===== src/rtl/counter_down_timer_t_pkg.sv =====
// Shared types and constants for the loadable down-counting timer:
// FSM state encoding and active-low 7-segment patterns (segments a..g, a is MSB).
package counter_down_timer_t_pkg;

  localparam int unsigned STATE_W = 2;
  localparam int unsigned SEG_W   = 7;

  typedef enum logic [STATE_W-1:0] {
    S_IDLE  = 2'd0,
    S_ARMED = 2'd1,
    S_RUN   = 2'd2,
    S_DONE  = 2'd3
  } state_e;

  localparam logic [SEG_W-1:0] SEG_0 = 7'b0000001;
  localparam logic [SEG_W-1:0] SEG_1 = 7'b1001111;
  localparam logic [SEG_W-1:0] SEG_2 = 7'b0010010;
  localparam logic [SEG_W-1:0] SEG_3 = 7'b0000110;
  localparam logic [SEG_W-1:0] SEG_4 = 7'b1001100;
  localparam logic [SEG_W-1:0] SEG_5 = 7'b0100100;
  localparam logic [SEG_W-1:0] SEG_6 = 7'b0100000;
  localparam logic [SEG_W-1:0] SEG_7 = 7'b0001111;
  localparam logic [SEG_W-1:0] SEG_8 = 7'b0000000;
  localparam logic [SEG_W-1:0] SEG_9 = 7'b0000100;
  localparam logic [SEG_W-1:0] SEG_A = 7'b0001000;
  localparam logic [SEG_W-1:0] SEG_B = 7'b1100000;
  localparam logic [SEG_W-1:0] SEG_C = 7'b0110001;
  localparam logic [SEG_W-1:0] SEG_D = 7'b1000010;
  localparam logic [SEG_W-1:0] SEG_E = 7'b0110000;
  localparam logic [SEG_W-1:0] SEG_F = 7'b0111000;

endpackage


===== src/rtl/counter_down_timer_t_if.sv =====
// Control/status bundle of the down-counting timer; master drives controls, slave is the timer.
interface counter_down_timer_t_if #(
  parameter int unsigned WIDTH = 4
);
  logic             load;
  logic             start;
  logic             enable;
  logic [WIDTH-1:0] d;
  logic [WIDTH-1:0] q;
  logic             zero;
  logic             done;
  logic [0:6]       hex;

  modport master (output load, start, enable, d, input q, zero, done, hex);
  modport slave  (input load, start, enable, d, output q, zero, done, hex);
endinterface


===== src/rtl/counter_down_timer_t_tff.sv =====
// T flip-flop with asynchronous active-high clear; one bit of the timer count.
module t_ff_areset_h (
  input  logic clk,
  input  logic aclr,
  input  logic t,
  output logic q
);
  logic q_q, q_d;

  always_comb q_d = q_q ^ t;

  always_ff @(posedge clk or posedge aclr) begin
    if (aclr) q_q <= 1'b0;
    else      q_q <= q_d;
  end

  assign q = q_q;
endmodule


===== src/rtl/counter_down_timer_t.sv =====
// Loadable down-counting timer on T flops with IDLE/ARMED/RUN/DONE control and HEX output.
// Define COUNTDOWN_AUTORELOAD_EN to reload and keep running at terminal count.
module counter_down_timer_t
  import counter_down_timer_t_pkg::*;
#(
  parameter int unsigned WIDTH = 4
) (
  input  logic                   clk,
  input  logic                   aclr,
  counter_down_timer_t_if.slave  bus
);

  state_e           state_q, state_d;
  logic             done_q, done_d;
  logic [WIDTH-1:0] cnt_q;
  logic [WIDTH-1:0] t_c;
  logic [WIDTH-1:0] dec_t_c;
  logic             cnt_en_c;
  logic [SEG_W-1:0] hex_c;
`ifdef COUNTDOWN_AUTORELOAD_EN
  logic [WIDTH-1:0] reload_q, reload_d;
`endif

  for (genvar i = 0; i < WIDTH; i++) begin : g_tff
    t_ff_areset_h u_tff (
      .clk  (clk),
      .aclr (aclr),
      .t    (t_c[i]),
      .q    (cnt_q[i])
    );
  end

  // Ripple-borrow toggle enables: a bit flips when every lower bit is zero.
  always_comb begin
    logic low_zero;
    cnt_en_c = (state_q == S_RUN) & bus.enable & ~bus.load;
    dec_t_c  = '0;
    low_zero = 1'b1;
    for (int i = 0; i < WIDTH; i++) begin
      dec_t_c[i] = cnt_en_c & low_zero;
      low_zero   = low_zero & ~cnt_q[i];
    end
  end

  // Next state, done pulse and toggle vector; load overrides everything.
  always_comb begin
    state_d  = state_q;
    done_d   = 1'b0;
    t_c      = dec_t_c;
`ifdef COUNTDOWN_AUTORELOAD_EN
    reload_d = reload_q;
`endif
    if (bus.load) begin
      state_d = S_ARMED;
      t_c     = cnt_q ^ bus.d;
`ifdef COUNTDOWN_AUTORELOAD_EN
      reload_d = bus.d;
`endif
    end else begin
      case (state_q)
        S_ARMED: begin
          if (bus.start) begin
            if (cnt_q == '0) begin
              state_d = S_DONE;
              done_d  = 1'b1;
            end else begin
              state_d = S_RUN;
            end
          end
        end
        S_RUN: begin
          if (bus.enable && cnt_q == WIDTH'(1)) begin
            done_d = 1'b1;
`ifdef COUNTDOWN_AUTORELOAD_EN
            t_c    = cnt_q ^ reload_q;
`else
            state_d = S_DONE;
`endif
          end
        end
        default: ;
      endcase
    end
  end

  always_ff @(posedge clk or posedge aclr) begin
    if (aclr) begin
      state_q  <= S_IDLE;
      done_q   <= 1'b0;
`ifdef COUNTDOWN_AUTORELOAD_EN
      reload_q <= '0;
`endif
    end else begin
      state_q  <= state_d;
      done_q   <= done_d;
`ifdef COUNTDOWN_AUTORELOAD_EN
      reload_q <= reload_d;
`endif
    end
  end

  always_comb begin
    case (cnt_q[3:0])
      4'h0:    hex_c = SEG_0;
      4'h1:    hex_c = SEG_1;
      4'h2:    hex_c = SEG_2;
      4'h3:    hex_c = SEG_3;
      4'h4:    hex_c = SEG_4;
      4'h5:    hex_c = SEG_5;
      4'h6:    hex_c = SEG_6;
      4'h7:    hex_c = SEG_7;
      4'h8:    hex_c = SEG_8;
      4'h9:    hex_c = SEG_9;
      4'hA:    hex_c = SEG_A;
      4'hB:    hex_c = SEG_B;
      4'hC:    hex_c = SEG_C;
      4'hD:    hex_c = SEG_D;
      4'hE:    hex_c = SEG_E;
      default: hex_c = SEG_F;
    endcase
  end

  assign bus.q    = cnt_q;
  assign bus.zero = (cnt_q == '0);
  assign bus.done = done_q;
  assign bus.hex  = hex_c;

endmodule

===== src/flat_wrapper.sv =====
// flat-port wrapper written by rule: the top's interface ports become plain ports
module counter_down_timer_t_flat import counter_down_timer_t_pkg::*;
#(
  parameter int unsigned WIDTH = 4
)
  (clk, aclr, bus_load, bus_start, bus_enable, bus_d, bus_q, bus_zero, bus_done, bus_hex);
  counter_down_timer_t_if #(.WIDTH(WIDTH)) bus_i ();
  input  logic clk;
  input  logic aclr;
  input wire logic [$bits(bus_i.load)-1:0] bus_load;
  input wire logic [$bits(bus_i.start)-1:0] bus_start;
  input wire logic [$bits(bus_i.enable)-1:0] bus_enable;
  input wire logic [$bits(bus_i.d)-1:0] bus_d;
  output wire logic [$bits(bus_i.q)-1:0] bus_q;
  output wire logic [$bits(bus_i.zero)-1:0] bus_zero;
  output wire logic [$bits(bus_i.done)-1:0] bus_done;
  output wire logic [$bits(bus_i.hex)-1:0] bus_hex;
  assign bus_i.load = bus_load;
  assign bus_i.start = bus_start;
  assign bus_i.enable = bus_enable;
  assign bus_i.d = bus_d;
  assign bus_q = bus_i.q;
  assign bus_zero = bus_i.zero;
  assign bus_done = bus_i.done;
  assign bus_hex = bus_i.hex;
  counter_down_timer_t #(.WIDTH(WIDTH)) u_core (.clk(clk), .aclr(aclr), .bus(bus_i));
endmodule

===== config.mk =====
export PLATFORM = sky130hd
export DESIGN_NAME = counter_down_timer_t_flat
export DESIGN_NICKNAME = d
export VERILOG_FILES = /design/src/rtl/counter_down_timer_t_pkg.sv /design/src/rtl/counter_down_timer_t_if.sv /design/src/rtl/counter_down_timer_t_tff.sv /design/src/rtl/counter_down_timer_t.sv /design/src/flat_wrapper.sv
export SDC_FILE = /design/constraint.sdc
export NUM_CORES = 1
export LEC_CHECK = 0
export BUFFER_PORTS_ARGS = -buffer_cell sky130_fd_sc_hd__buf_2
export CORE_UTILIZATION = 39
export CTS_BUF_LIST = sky130_fd_sc_hd__clkbuf_4 sky130_fd_sc_hd__clkbuf_8 sky130_fd_sc_hd__clkbuf_16
export CTS_CLUSTER_SIZE = 25
export DETAILED_ROUTE_END_ITERATION = 6
export HOLD_SLACK_MARGIN = 0.12
export PLACE_DENSITY = 0.76
export SKIP_LAST_GASP = 1
export SLEW_MARGIN = 40
export SYNTH_ARGS = -nofsm -noshare
export SYNTH_HDL_FRONTEND = slang
export SYNTH_SLANG_ARGS = --single-unit
export TNS_END_PERCENT = 30

===== constraint.sdc =====
create_clock -name clk -period 1.6 [get_ports clk]
set_input_delay 0.32 -clock clk [delete_from_list [all_inputs] [get_ports clk]]
set_output_delay 0.32 -clock clk [all_outputs]
set_load 0.02 [all_outputs]

==> results of run 1 <==
==> synth_stat cells (all sizes together) (2+ instances only) <==
cell type / instances / area, sq um
ha: 8 / 100
nand2: 8 / 30.0
dfrtp: 7 / 175
o21ai: 7 / 35.0
buf: 6 / 42.5
inv: 6 / 22.5
mux2i: 5 / 50.1
nor2: 4 / 15.0
a21oi: 2 / 10.0
nand2b: 2 / 20.0
nand3b: 2 / 15.0
nor3: 2 / 10.0
xnor2: 2 / 17.5
xor2: 2 / 17.5
==> sequential cells by signal, summed over array words and instances (netlist names) <==
signal / count
u_core.bus.done: 1
u_core.g_tff.u_tff.q: 4
u_core.state_q: 2
==> worst min path at each step <==
stage                              endpoint  slack [ns]  cells after the start
floorplan                   u_core.bus.done        0.12                      1
global placement            u_core.bus.done        0.24                      2
detailed placement          u_core.bus.done        0.25                      2
CTS                 u_core.g_tff[3].u_tff.q        0.27                      3
global route        u_core.g_tff[3].u_tff.q        0.27                      3
finish              u_core.g_tff[3].u_tff.q        0.28                      3
==> per-stage QoR <==
step / total power, W / worst slack (ns) / area, sq um / hold slack (ns) / std cells
after floorplan: 0.000489 / -0.0949 / 701 / 0.123 / 75
after global placement: 0.000612 / -0.0504 / 902 / 0.243 / 128
after detailed placement: 0.000626 / -0.0663 / 902 / 0.250 / 128
after CTS: 0.000861 / -0.307 / 1010 / 0.272 / 136
after global routing: 0.000935 / -0.370 / 1020 / 0.270 / 136
final: 0.000860 / -0.296 / 1020 / 0.281 / 136
==> logic make-up (layout without fill, tap and decap cells) <==
kind of cell,after synthesis,after routing,share of synthesized area (%)
xor+xnor,4,4,5.00
fa+ha+maj,8,8,14.3
flops,7,7,25.0
buf+inv,13,50,9.82
compound gates,13,13,12.5
simple gates,23,23,21.4
mux,7,7,12.0
==> power groups by stage <==
stage	clock network (W)	registers, W	logic [W]
4_1_cts	0.000182	0.000212	0.000468
3_3_place_gp	0	0.000212	0.000400
6_report	0.000173	0.000212	0.000476
5_1_grt	0.000203	0.000215	0.000517
2_1_floorplan	0	0.000224	0.000264
3_5_place_dp	0	0.000213	0.000413
==> worst reg2reg max path, stage by stage, from the launching register on <==
cell and delay, ns:
dfrtp_1 0.38, inv_1 0.08, ha_1 0.21, and3b_1 0.20
a311oi_2 0.31, mux2i_1 0.23
==> repair_timing <==
action / in CTS / in global routing
pin swaps: 2 / 1
hold buffers: 1 / 0
resized for setup: 13 / 4
hold endpoints to repair: 7 / 0
setup endpoints to repair: 8 / 8
setup buffers: 3 / 0
==> layout make-up <==
type	count	area, sq um
Timing Repair Buffer	40	279
Fill cell	145	571
Tap cell	24	30.0
Clock buffer	4	30.0
Sequential cell	7	175
Inverter	6	22.5
Multi-Input combinational cell	55	487
==> metal layers <==
metal / part of all wire [%] / vias up
li1: - / 328
met1: 46 / 291
met2: 52 / 16
met3: 2.5 / 0
met4: 0 / 0
met5: 0 / -
==> metrics.cfg, run 1 <==
[worst_hold_path]
min_from = bus_d[3]
hold_class = in2reg

[layout]
antennaDiodeCount = 0
nets = 130
final_layout_size_suffix_gt1_share_pct = 50.0
mostFrequentLayoutCells = buf_2 (17), buf_4 (17), nand2_1 (8)
area_growth_pct = 46.1
fin_util_pct = 64.2

[routing]
vias_per_cell = 4.67
wirelength_mm = 1.47
antenna_left = 0
vias = 635
drt_iter0_drc = 11
drt_pass1_iterations = 4
drcViolationCount = 0
post_drt_wl_per_cell_um = 10.8

[sta]
worst_slew_margin_rel_pct = 80.8
tns_ns = -1.61
worst_pin_slew_ns = 0.288
hold_viol = 0
rsz0062_at_grt = yes
slew_viol_final = 0
finalCritPeriodShare_pct = 119
fmax_mhz = 527
setup_viol = 8
finClkSkew_ns = 0.000139
period_minus_slack_ns = 1.90
setup_slack_ns = -0.296

[setup_path]
required_ns = 1.28
ff2ff_path_depth = 5
critical_path.cell_chain = inv_2, ha_4, inv_2, mux4_2, buf_6
r2r_slack_ns = 0.11
timing.rr.end = u_core.state_q[0]
crit_top_cell = inv_2
start_kind = register
cp-end-kind = primary output
slowest_stage = mux4_2
arrival_ns = 1.58
cpPeakStageDelay_ns = 0.44
path_max_fanout = 3
critPathKind = reg2out
startpoint = u_core.g_tff[0].u_tff.q
crit_path_end = bus_hex[3]
r2r-start = u_core.state_q[0]
path_buf_inv = 3
cp.depth = 5
cp_top_family = multiplexers

[power]
p_int_w = 0.000544
sequentialPowerShare_pct = 24.6
power_switching_w = 0.000316
clkPwrFrac_pct = 20.1
p_leak_nw = 0.505
powerDensity_mw_per_mm2 = 841
netSwitchingFraction_pct = 36.8
vdd_drop_max_mv = 0.488
pwr-share-comb_pct = 55.3

[logic_synthesis]
synth.avg_cell_area_sq_um = 9.34
ys_seq_elements = 7
synth_edf_count = 0
synth_seq_area_share_pct = 25.0
synth_cell_types = 29
ys_warn_count = 0
synthCells = 75
netlist_area_sq_um = 701
async_flop_share_pct = 100
syn_nets = 92
synth_ff_type = dfrtp_1

[outcome]
outcome = finished with violations
violations = negative setup slack

[clocking]
cts_made_buffers = 3
clkTransAtPathRegs_ns = 0.05
h-tree-depth = 1
cts_root_buffer = clkbuf_4
cts_tree = yes
clk_path_buf_depth = 2
cts.sinks = 7
clk_latency_ns = 0.25

[global_routing]
met1_usage_pct = 23.2
grt_use_total_pct = 18.1
busiest_layer = met2
grtUsageMet3_pct = 2.45
antenna_found_initial = 0
grt_max_degree = 13
grt_first_pass_wirelength_mm = 2.50
grt_pass1_vias = 601
gr-usage-met2_pct = 28.8
grt_overflow_total = 0

[die]
die_w_um = 44.4
pin_count = 22
start_util_pct = 44.0
num_rows = 14
core_region_area_sq_mm = 0.00159
fp.dieH_um = 44.4
die_area_sq_mm = 0.00197

[placed_design]
io_buffers = 21
dpl.hpwl_mm = 1.18
place_congestion = 0.799

[run]
drv_cap = 0

(Power assumes the default switching activity.)
==> inputs of run 2 (changes only) <==
--- a/config.mk
+++ b/config.mk
@@ -5,13 +5,13 @@
 export SDC_FILE = /design/constraint.sdc
 export NUM_CORES = 1
 export LEC_CHECK = 0
-export BUFFER_PORTS_ARGS = -buffer_cell sky130_fd_sc_hd__buf_2
 export CORE_UTILIZATION = 39
 export CTS_BUF_LIST = sky130_fd_sc_hd__clkbuf_4 sky130_fd_sc_hd__clkbuf_8 sky130_fd_sc_hd__clkbuf_16
 export CTS_CLUSTER_SIZE = 25
 export DETAILED_ROUTE_END_ITERATION = 6
+export DONT_BUFFER_PORTS = 1
 export HOLD_SLACK_MARGIN = 0.12
-export PLACE_DENSITY = 0.76
+export PLACE_DENSITY = 0.65
 export SKIP_LAST_GASP = 1
 export SLEW_MARGIN = 40
 export SYNTH_ARGS = -nofsm -noshare
==> run 2 against run 1 <==
Sequential power rose by 7%. Worst setup slack improved by 0.034 ns. Core utilization fell by 6.2 points. Clock power fell by 3%. Routed wire length increased by 0.82%. Power down 6.6%. Largest cell class unchanged. Clock skew is 0.0014 ns higher. Final cell count down 13%. Global-route usage rose by 0.10 points. First-iteration DRC count down 64%. Combinational power decreased by 14%. The run still ends with negative setup slack left. Hold slack lost 0.14 ns.
==> metrics.cfg, run 2 (same netlist as run 1, synthesis figures left out) <==
[outcome]
outcome = finished with violations
violations = negative setup slack

[setup_path]
startpoint = u_core.g_tff[1].u_tff.q
timing.rr.end = u_core.state_q[0]
ff2ff_path_depth = 5  ; unchanged
r2r-start = u_core.state_q[0]
arrival_ns = 1.54  ; -0.04 ns
cpPeakStageDelay_ns = 0.52  ; +0.08 ns
slowest_stage = mux4_2
start_kind = register
cp-end-kind = primary output
crit_path_end = bus_hex[3]
crit_top_cell = inv_2
r2r_slack_ns = 0.11  ; about the same
critPathKind = reg2out
required_ns = 1.28  ; about the same
critical_path.cell_chain = inv_2, ha_4, inv_2, mux4_2
path_max_fanout = 3  ; unchanged

[placed_design]
dpl.hpwl_mm = 1.13  ; -4.2%
place_congestion = 0.818  ; +2.4%
post-place-ws_ns = -0.0171  ; +0.0492 ns
place.detailed.instances = 110  ; -14%
io_buffers = 0  ; -100%

[sta]
worst_slew_margin_rel_pct = 70.7  ; -10 points
slew_viol_final = 0  ; unchanged
tns_ns = -1.50  ; +0.107 ns
rsz0062_at_grt = yes
setup_slack_ns = -0.262  ; +0.0343 ns
finClkSkew_ns = 0.00152  ; +0.00138 ns
period_minus_slack_ns = 1.86  ; -0.0343 ns
fmax_mhz = 537  ; +1.8%
setup_viol = 8  ; unchanged
finalCritPeriodShare_pct = 116  ; -2.1 points
worst_pin_slew_ns = 0.440  ; +0.152 ns
hold_viol = 0  ; unchanged

[routing]
post_drt_wl_per_cell_um = 12.5  ; +15%
wirelength_mm = 1.48  ; +0.82%
vias_per_cell = 5.01  ; +7.3%
antenna_left = 0  ; unchanged
drt_pass1_iterations = 3  ; -1
drt_iter0_drc = 4  ; -7
vias = 596  ; -6.1%
drcViolationCount = 0  ; unchanged

[layout]
final_layout_size_suffix_gt1_share_pct = 41.1  ; -8.9 points
area_growth_pct = 32.0
largest_reg_flops = 4  ; unchanged
antennaDiodeCount = 0  ; unchanged
nets = 113  ; -13%
mostFrequentLayoutCells = buf_4 (20), nand2_1 (8), dfrtp_1 (7)
final_common_cell = buf_4
stdcell_count = 119  ; -13%
fillCellCount = 134  ; -7.6%

[global_routing]
grt_pass1_vias = 591  ; -1.7%
grt_first_pass_wirelength_mm = 2.51  ; +0.28%
grt_overflow_total = 0  ; unchanged
antenna_found_initial = 0  ; unchanged
grt_use_total_pct = 18.2  ; +0.10 points
grt_max_degree = 13  ; unchanged

[clocking]
clkTransAtPathRegs_ns = 0.05  ; about the same
cts_root_buffer = clkbuf_4
clk_latency_ns = 0.24  ; about the same
cts_made_buffers = 3  ; unchanged
cts_tree = yes
cts.sinks = 7  ; unchanged
clk_path_buf_depth = 2  ; unchanged
h-tree-depth = 1  ; unchanged

[power]
p_leak_nw = 0.430  ; -15%
vdd_drop_max_mv = 0.455  ; -6.6%
powerDensity_mw_per_mm2 = 869  ; +3.4%
fin_total_pwr_w = 0.000803  ; -6.6%

[die]
fp.dieH_um = 44.4  ; unchanged
core_region_area_sq_mm = 0.00159  ; unchanged
pin_count = 22  ; unchanged
start_util_pct = 44.0  ; unchanged
num_rows = 14  ; unchanged
die_area_sq_mm = 0.00197  ; unchanged
die_w_um = 44.4  ; unchanged

[worst_hold_path]
hold_class = in2reg

[run]
drv_cap = 0  ; unchanged

## run 2: layer usage
| layer | track usage (%) | up-vias | wire length, um |
|---|---|---|---|
| li1 | - | 296 | - |
| met1 | 18.7 | 284 | 594 |
| met2 | 31.5 | 16 | 802 |
| met3 | 6.12 | 0 | 85 |
| met4 | 11.5 | 0 | 0 |
| met5 | 0 | - | 0 |
## run 2: stage by stage
step                instance area, sq um  hold WS [ns]  utilization (%)
finish                               925         0.145             58.0
detailed placement                   820         0.143             51.4
floorplan                            701         0.123                -
global placement                     820         0.151             51.4
CTS                                  915         0.129             57.4
global route                         925         0.122             58.0
## run 2: worst min-delay path by stage
stage	endpoint	slack [ns]	depth (start not counted)	startpoint
2_1_floorplan	u_core.bus.done	0.12	1	aclr
3_3_place_gp	u_core.bus.done	0.15	1	aclr
3_5_place_dp	u_core.bus.done	0.14	1	aclr
4_1_cts	u_core.state_q[1]	0.13	1	bus_load
5_1_grt	u_core.bus.done	0.12	1	bus_load
6_report	u_core.bus.done	0.15	1	bus_load
## run 2: area by class of cell
| cell class | count | area, sq um | area share, % |
|---|---|---|---|
| Clock buffer | 4 | 30.0 | 3.25 |
| Inverter | 6 | 22.5 | 2.44 |
| Multi-Input combinational cell | 55 | 485 | 52.5 |
| Sequential cell | 7 | 175 | 18.9 |
| Tap cell | 24 | 30.0 | 3.25 |
| Timing Repair Buffer | 23 | 181 | 19.6 |
## run 2: power by group
part	total [W]	switching [W]	internal [W]	leakage (nW)
Combinational	0.000409	0.000210	0.000199	0.326
Sequential	0.000226	0.0000292	0.000197	0.0858
Clock	0.000168	0.0000568	0.000112	0.0184
Total	0.000803	0.000296	0.000507	0.430
## run 2: repair_timing
item	4_1_cts	5_1_grt
endpoints found under the hold margin	7	1
endpoints found under the setup margin	8	9
hold buffers	1	1
setup buffers	3	0
gates resized for setup	10	0
## run 2: worst max-delay path: cells and delay by family, from the launching register on
| kind | cells | cell delay (ns) |
|---|---|---|
| adder cells (fa/ha/maj) | 1 | 0.26 |
| multiplexers | 1 | 0.52 |
| flip-flops | 1 | 0.40 |
| buffers and inverters | 2 | 0.11 |
